<file path="src/rtl/throw_charge_if.sv">
// Bundle between the launch-side throw controller and its player/trajectory
// peers.
// enable rises together with a valid throw_force and stays high for the whole
// flight; turn_over is a one-cycle pulse; hit_in is a one-cycle pulse sampled
// only during flight.
interface throw_charge_if;
  logic       btn;
  logic       turn_en;
  logic       hit_in;
  logic [9:0] throw_force;
  logic       enable;
  logic       charging;
  logic       turn_over;
  logic       last_hit;
  logic [1:0] state_dbg;

  modport master (
    output btn, turn_en, hit_in,
    input  throw_force, enable, charging, turn_over, last_hit, state_dbg
  );

  modport slave (
    input  btn, turn_en, hit_in,
    output throw_force, enable, charging, turn_over, last_hit, state_dbg
  );
endinterface

</file>
<file path="src/rtl/throw_charge_ctl.sv">
// Charge-and-launch controller: a button hold becomes throw_force, and enable is held for the flight.
// Optional THROW_CHARGE_PINGPONG_EN makes the charge oscillate between FORCE_MIN and FORCE_MAX.
module throw_charge_ctl #(
  parameter int TICK_DIV     = 1_300_000,
  parameter int FORCE_STEP   = 8,
  parameter int FORCE_MIN    = 20,
  parameter int FORCE_MAX    = 1000,
  parameter int FLIGHT_TICKS = 250
) (
  input  logic           clk,
  input  logic           rst,
  throw_charge_if.slave  bus
);
  localparam int TW = (TICK_DIV > 1) ? $clog2(TICK_DIV) : 1;
  localparam int FW = (FLIGHT_TICKS > 1) ? $clog2(FLIGHT_TICKS) : 1;
  localparam logic [TW-1:0] TICK_LAST   = TW'(TICK_DIV - 1);
  localparam logic [FW-1:0] FLIGHT_LAST = FW'(FLIGHT_TICKS - 1);
  localparam logic [10:0]   STEP        = 11'(FORCE_STEP);
  localparam logic [10:0]   FMIN        = 11'(FORCE_MIN);
  localparam logic [10:0]   FMAX        = 11'(FORCE_MAX);

  typedef enum logic [1:0] {
    IDLE   = 2'd0,
    CHARGE = 2'd1,
    FLIGHT = 2'd2,
    DONE   = 2'd3
  } state_t;

  state_t          state, state_nxt;
  logic            sync1, btn_s, btn_q;
  logic [TW-1:0]   tick_cnt;
  logic            tick;
  logic [9:0]      force_q, force_nxt;
  logic [10:0]     force_up;
  logic [FW-1:0]   flight_cnt, flight_cnt_nxt;
  logic            last_hit_q, last_hit_nxt;
  logic            enable_q, charging_q, turn_over_q;
`ifdef THROW_CHARGE_PINGPONG_EN
  logic            dir_dn, dir_dn_nxt;
  logic [10:0]     force_dn;
  assign force_dn = {1'b0, force_q} - STEP;
`endif

  always_ff @(posedge clk or posedge rst) begin
    if (rst) begin
      sync1 <= 1'b0;
      btn_s <= 1'b0;
      btn_q <= 1'b0;
    end else begin
      sync1 <= bus.btn;
      btn_s <= sync1;
      btn_q <= btn_s;
    end
  end

  // Free-running timebase, deliberately independent of the FSM.
  assign tick = (tick_cnt == TICK_LAST);
  always_ff @(posedge clk or posedge rst) begin
    if (rst) tick_cnt <= '0;
    else     tick_cnt <= tick ? '0 : tick_cnt + TW'(1);
  end

  assign force_up = {1'b0, force_q} + STEP;

  always_comb begin
    state_nxt      = state;
    force_nxt      = force_q;
    flight_cnt_nxt = flight_cnt;
    last_hit_nxt   = last_hit_q;
`ifdef THROW_CHARGE_PINGPONG_EN
    dir_dn_nxt     = dir_dn;
`endif
    case (state)
      IDLE: begin
        if (bus.turn_en && btn_s && !btn_q) begin
          state_nxt = CHARGE;
          force_nxt = '0;
`ifdef THROW_CHARGE_PINGPONG_EN
          dir_dn_nxt = 1'b0;
`endif
        end
      end
      CHARGE: begin
        if (!bus.turn_en) begin
          state_nxt = IDLE;
        end else if (!btn_s) begin
          state_nxt      = FLIGHT;
          flight_cnt_nxt = '0;
          if ({1'b0, force_q} < FMIN) force_nxt = FMIN[9:0];
        end else if (tick) begin
`ifdef THROW_CHARGE_PINGPONG_EN
          if (!dir_dn) begin
            if (force_up >= FMAX) begin
              force_nxt  = FMAX[9:0];
              dir_dn_nxt = 1'b1;
            end else begin
              force_nxt  = force_up[9:0];
            end
          end else if ({1'b0, force_q} <= FMIN + STEP) begin
            force_nxt  = FMIN[9:0];
            dir_dn_nxt = 1'b0;
          end else begin
            force_nxt  = force_dn[9:0];
          end
`else
          force_nxt = (force_up >= FMAX) ? FMAX[9:0] : force_up[9:0];
`endif
        end
      end
      FLIGHT: begin
        if (tick) flight_cnt_nxt = flight_cnt + FW'(1);
        // A hit wins over a same-cycle timeout.
        if (bus.hit_in) begin
          last_hit_nxt = 1'b1;
          state_nxt    = DONE;
        end else if (tick && flight_cnt == FLIGHT_LAST) begin
          last_hit_nxt = 1'b0;
          state_nxt    = DONE;
        end
      end
      DONE:    state_nxt = IDLE;
      default: state_nxt = IDLE;
    endcase
  end

  always_ff @(posedge clk or posedge rst) begin
    if (rst) begin
      state       <= IDLE;
      force_q     <= '0;
      flight_cnt  <= '0;
      last_hit_q  <= 1'b0;
      enable_q    <= 1'b0;
      charging_q  <= 1'b0;
      turn_over_q <= 1'b0;
`ifdef THROW_CHARGE_PINGPONG_EN
      dir_dn      <= 1'b0;
`endif
    end else begin
      state       <= state_nxt;
      force_q     <= force_nxt;
      flight_cnt  <= flight_cnt_nxt;
      last_hit_q  <= last_hit_nxt;
      enable_q    <= (state_nxt == FLIGHT);
      charging_q  <= (state_nxt == CHARGE);
      turn_over_q <= (state_nxt == DONE);
`ifdef THROW_CHARGE_PINGPONG_EN
      dir_dn      <= dir_dn_nxt;
`endif
    end
  end

  assign bus.throw_force = force_q;
  assign bus.enable      = enable_q;
  assign bus.charging    = charging_q;
  assign bus.turn_over   = turn_over_q;
  assign bus.last_hit    = last_hit_q;
  assign bus.state_dbg   = state;
endmodule

</file>
<file path="src/flat_wrapper.sv">
// flat-port wrapper written by rule: the top's interface ports become plain ports
module throw_charge_ctl_flat 
#(
  parameter int TICK_DIV     = 1_300_000,
  parameter int FORCE_STEP   = 8,
  parameter int FORCE_MIN    = 20,
  parameter int FORCE_MAX    = 1000,
  parameter int FLIGHT_TICKS = 250
)
  (clk, rst, bus_btn, bus_turn_en, bus_hit_in, bus_throw_force, bus_enable, bus_charging, bus_turn_over, bus_last_hit, bus_state_dbg);
  throw_charge_if bus_i ();
  input  logic clk;
  input  logic rst;
  input wire logic [$bits(bus_i.btn)-1:0] bus_btn;
  input wire logic [$bits(bus_i.turn_en)-1:0] bus_turn_en;
  input wire logic [$bits(bus_i.hit_in)-1:0] bus_hit_in;
  output wire logic [$bits(bus_i.throw_force)-1:0] bus_throw_force;
  output wire logic [$bits(bus_i.enable)-1:0] bus_enable;
  output wire logic [$bits(bus_i.charging)-1:0] bus_charging;
  output wire logic [$bits(bus_i.turn_over)-1:0] bus_turn_over;
  output wire logic [$bits(bus_i.last_hit)-1:0] bus_last_hit;
  output wire logic [$bits(bus_i.state_dbg)-1:0] bus_state_dbg;
  assign bus_i.btn = bus_btn;
  assign bus_i.turn_en = bus_turn_en;
  assign bus_i.hit_in = bus_hit_in;
  assign bus_throw_force = bus_i.throw_force;
  assign bus_enable = bus_i.enable;
  assign bus_charging = bus_i.charging;
  assign bus_turn_over = bus_i.turn_over;
  assign bus_last_hit = bus_i.last_hit;
  assign bus_state_dbg = bus_i.state_dbg;
  throw_charge_ctl #(.TICK_DIV(TICK_DIV), .FORCE_STEP(FORCE_STEP), .FORCE_MIN(FORCE_MIN), .FORCE_MAX(FORCE_MAX), .FLIGHT_TICKS(FLIGHT_TICKS)) u_core (.clk(clk), .rst(rst), .bus(bus_i));
endmodule
</file>
<file path="config.mk">
export PLATFORM = sky130hd
export DESIGN_NAME = throw_charge_ctl_flat
export DESIGN_NICKNAME = d
export VERILOG_FILES = /design/src/rtl/throw_charge_if.sv /design/src/rtl/throw_charge_ctl.sv /design/src/flat_wrapper.sv
export SDC_FILE = /design/constraint.sdc
export NUM_CORES = 1
export LEC_CHECK = 0
export CAP_MARGIN = 10
export CORE_MARGIN = 2
export CORE_UTILIZATION = 30
export CTS_CLUSTER_SIZE = 14
export DETAILED_ROUTE_END_ITERATION = 12
export HOLD_SLACK_MARGIN = 0.1
export SLEW_MARGIN = 20
export SYNTH_ARGS = -nofsm -noshare
export SYNTH_HDL_FRONTEND = slang
export SYNTH_SLANG_ARGS = --single-unit
</file>
<file path="constraint.sdc">
create_clock -name clk -period 2.4 [get_ports clk]
set_clock_uncertainty 0.1 [all_clocks]
set_input_delay 0.48 -clock clk [delete_from_list [all_inputs] [get_ports clk]]
set_output_delay 0.48 -clock clk [all_outputs]
set_load 0.02 [all_outputs]
</file>
==> out/results.ini <==
[outcome]
status = complete, no violations

[global_routing]
grt_pass1_vias = 1711
grt_max_degree = 30
grtUsageTotal = 0.114
gr-usage-met3 = 0.0314
grt_util_met1 = 0.142
use_met2 = 0.188
top_usage_layer = met2
grt-ovfl-total = 0
grt_pass1_wl_um = 7920
grt_antenna_before_repair = 0

[routing]
dr.pass1.iters = 4
drc_errors = 0
vias_per_cell = 4.91
drt_iter0_drc = 32
wl_per_cell_um = 12.4
vias = 1772
drt_wl_total_um = 4480
ant_nets = 0

[synthesis]
synth_top_area_frac = 0.480
synth-edff-count = 0
yosys_warnings = 0
async_flop_share = 1.00
ys_seq_area_frac = 0.480
synthesis.area_sq_um = 2400
yosysMostFrequentCell = dfrtp_1
yosysTopAreaCell = dfrtp_1
synth_cell_types = 53
synth_common_cells = dfrtp_1, nor2_1, nand2_1, nand3_1
synth-seq-cells = 46
ys.flop_type = dfrtp_1
synth.area.top_cells = dfrtp_1, xnor2_1, nor2_1, xor2_1, nand4_1
syn-instance-count = 233
syn_avg_cell_area_sq_um = 10.3

[critical_path]
critPathArrivalTime_ps = 2210
path_max_fanout = 8
crit_type = reg -> reg
r2r_cells = 6
start_kind = flip-flop
critPathSlowestCell = dfrtp_1
worstPathRequired_ps = 2490
crit_chain = ha_1 > and4_1 > nand4_4 > nor2_4 > o21ai_2 > a221o_1
reg2reg_setup_slack_ps = 280
r2r-end = u_core.bus.throw_force[7]
end_kind = flip-flop
slowest_delay_ps = 370
r2r_start = u_core.tick_cnt[0]

[layout]
diodes = 0
stdcell_area_sq_um = 2840
final_nets = 267
syn2layout_area_growth_pct = 18.3
fin_util = 0.367
layout.cells.non_filler = 361
drive_gt1_frac = 0.0965

[timing]
min_period_ps = 2120
setup_viol = 0
drv_slew = 0
whs_ps = 257
setup_tns_ps = 0
slew_headroom = 0.658
hold_violations = 0
timing.final.ws_setup_ps = 277
rsz0062_at_grt = no
max_freq_mhz = 471
fin_crit_sh = 0.885
worst_pin_slew_ps = 509

[clock_tree]
clock-sinks = 46
cts.clk_slew.worst_paths_ps = 90
root_buffer = clkbuf_8
htreeDepth = 2
cts_buffers = 5
clock_latency_ps = 300
cts_resized = 0
clockBufferDepth = 2
cts_tree = yes
postCtsSetupBuffers = 0
hold_buffers = 0

[hold_path]
hold_depth = 0
hp-class = reg -> reg
min_from = u_core.sync1
holdPathEnd = u_core.btn_s

[floorplan]
initial_utilization = 0.310
coreArea_sq_um = 7730
die-area_sq_um = 8730
fp.dieW_um = 93.4
fp-row-count = 32
ioPinCount = 21
die_h_um = 93.4

[placed_design]
placed_cells = 353
placed_cell_area_sq_um = 2730
place.gp.congestion = 0.778
portBuffers = 18
dpl_worst_slack_ps = 65.1
dp_hpwl_um = 3330

[power_and_ir_drop]
total_leakage_power_nw = 1.26
peakVddDrop_mv = 0.204
p_total_mw = 1.89
p_per_area_nw_per_um2 = 667

[job]
max-cap-violations = 0

## routing by layer
layer / vias to the layer above / routed length [um]
li1: 878 / -
met1: 868 / 2100
met2: 20 / 2180
met3: 6 / 147
met4: 0 / 61
met5: - / 0
## cells in the final DEF (no fill, tap or decap), drive strengths merged, types with 2 or more instances in the layout
master         Yosys  routed
dfrtp             46      46
nor2              23      23
nand2             19      19
clkdlybuf4s50      0      18
nand3             15      15
nand4             13      13
xnor2             12      12
xor2               9       9
inv                8       9
and3               7       7
o21ai              7       7
nor2b              5       5
nand2b             5       5
and2               5       5
clkbuf             2       5
a21oi              4       4
a21o               4       4
ha                 4       4
buf                3       4
nor4               4       4
and4               4       4
a22o               3       3
nor3               3       3
nor3b              2       2
a21boi             2       2
o21a               2       2
a41o               2       2
o21bai             2       2
o211ai             2       2
or4                2       2
a221o              2       2
conb               1       2
nor4b              2       2
## worst max-delay path: cells and delay by family, from the launching register on
| family | cells | cell delay (ps) |
|---|---|---|
| adders and majority gates | 1 | 230 |
| and+or+nand+nor | 3 | 810 |
| DFF | 1 | 370 |
| AOI/OAI and AO/OA | 2 | 510 |
## where the power goes
| part | switching (mW) | leakage [nW] | total [mW] | internal [mW] |
|---|---|---|---|---|
| Clock | 0.265 | 0.0585 | 0.578 | 0.312 |
| Sequential | 0.0849 | 0.606 | 0.950 | 0.866 |
| Combinational | 0.191 | 0.594 | 0.366 | 0.175 |
| Total | 0.542 | 1.26 | 1.89 | 1.35 |
## layout make-up
class | instances | area (sq um)
fill | 790 | 4890
multi-input combinational | 175 | 1190
sequential | 46 | 1150
timing repair buffer | 22 | 223
tap | 102 | 128
clock buffer | 5 | 68.8
clock inverter | 3 | 43.8
inverter | 8 | 30.0
## cell families after synthesis
family          count (synthesis)  synth area share
compound gates                 34             0.102
xor+xnor                       21            0.0767
fa+ha+maj                       5            0.0250
buf+inv                        13            0.0240
flops                          46             0.480
mux                             1           0.00469
other cells                     1           0.00156
simple gates                  112             0.286
## state kept, by name, indices dropped and copies added, names as in the netlist
signal / flops
u_core.flight_cnt: 8
u_core.btn_q: 1
u_core.bus.turn_over: 1
u_core.tick_cnt: 21
u_core.bus.state_dbg: 2
u_core.btn_s: 1
u_core.bus.enable: 1
u_core.bus.last_hit: 1
u_core.bus.throw_force: 8
u_core.sync1: 1
u_core.bus.charging: 1
## how the worst max path moves through the flow
stage	startpoint	to	slack, ps	cells past startpoint
2_1_floorplan	u_core.tick_cnt[0]	u_core.bus.throw_force[7]	530	6
3_3_place_gp	bus_turn_en	u_core.bus.throw_force[6]	130	6
3_5_place_dp	bus_turn_en	u_core.bus.throw_force[7]	70	6
4_1_cts	u_core.tick_cnt[0]	u_core.bus.throw_force[7]	260	6
5_1_grt	u_core.tick_cnt[0]	u_core.bus.throw_force[6]	90	6
6_report	u_core.tick_cnt[0]	u_core.bus.throw_force[7]	280	6
No activity file was read; power rests on OpenSTA's default activity.
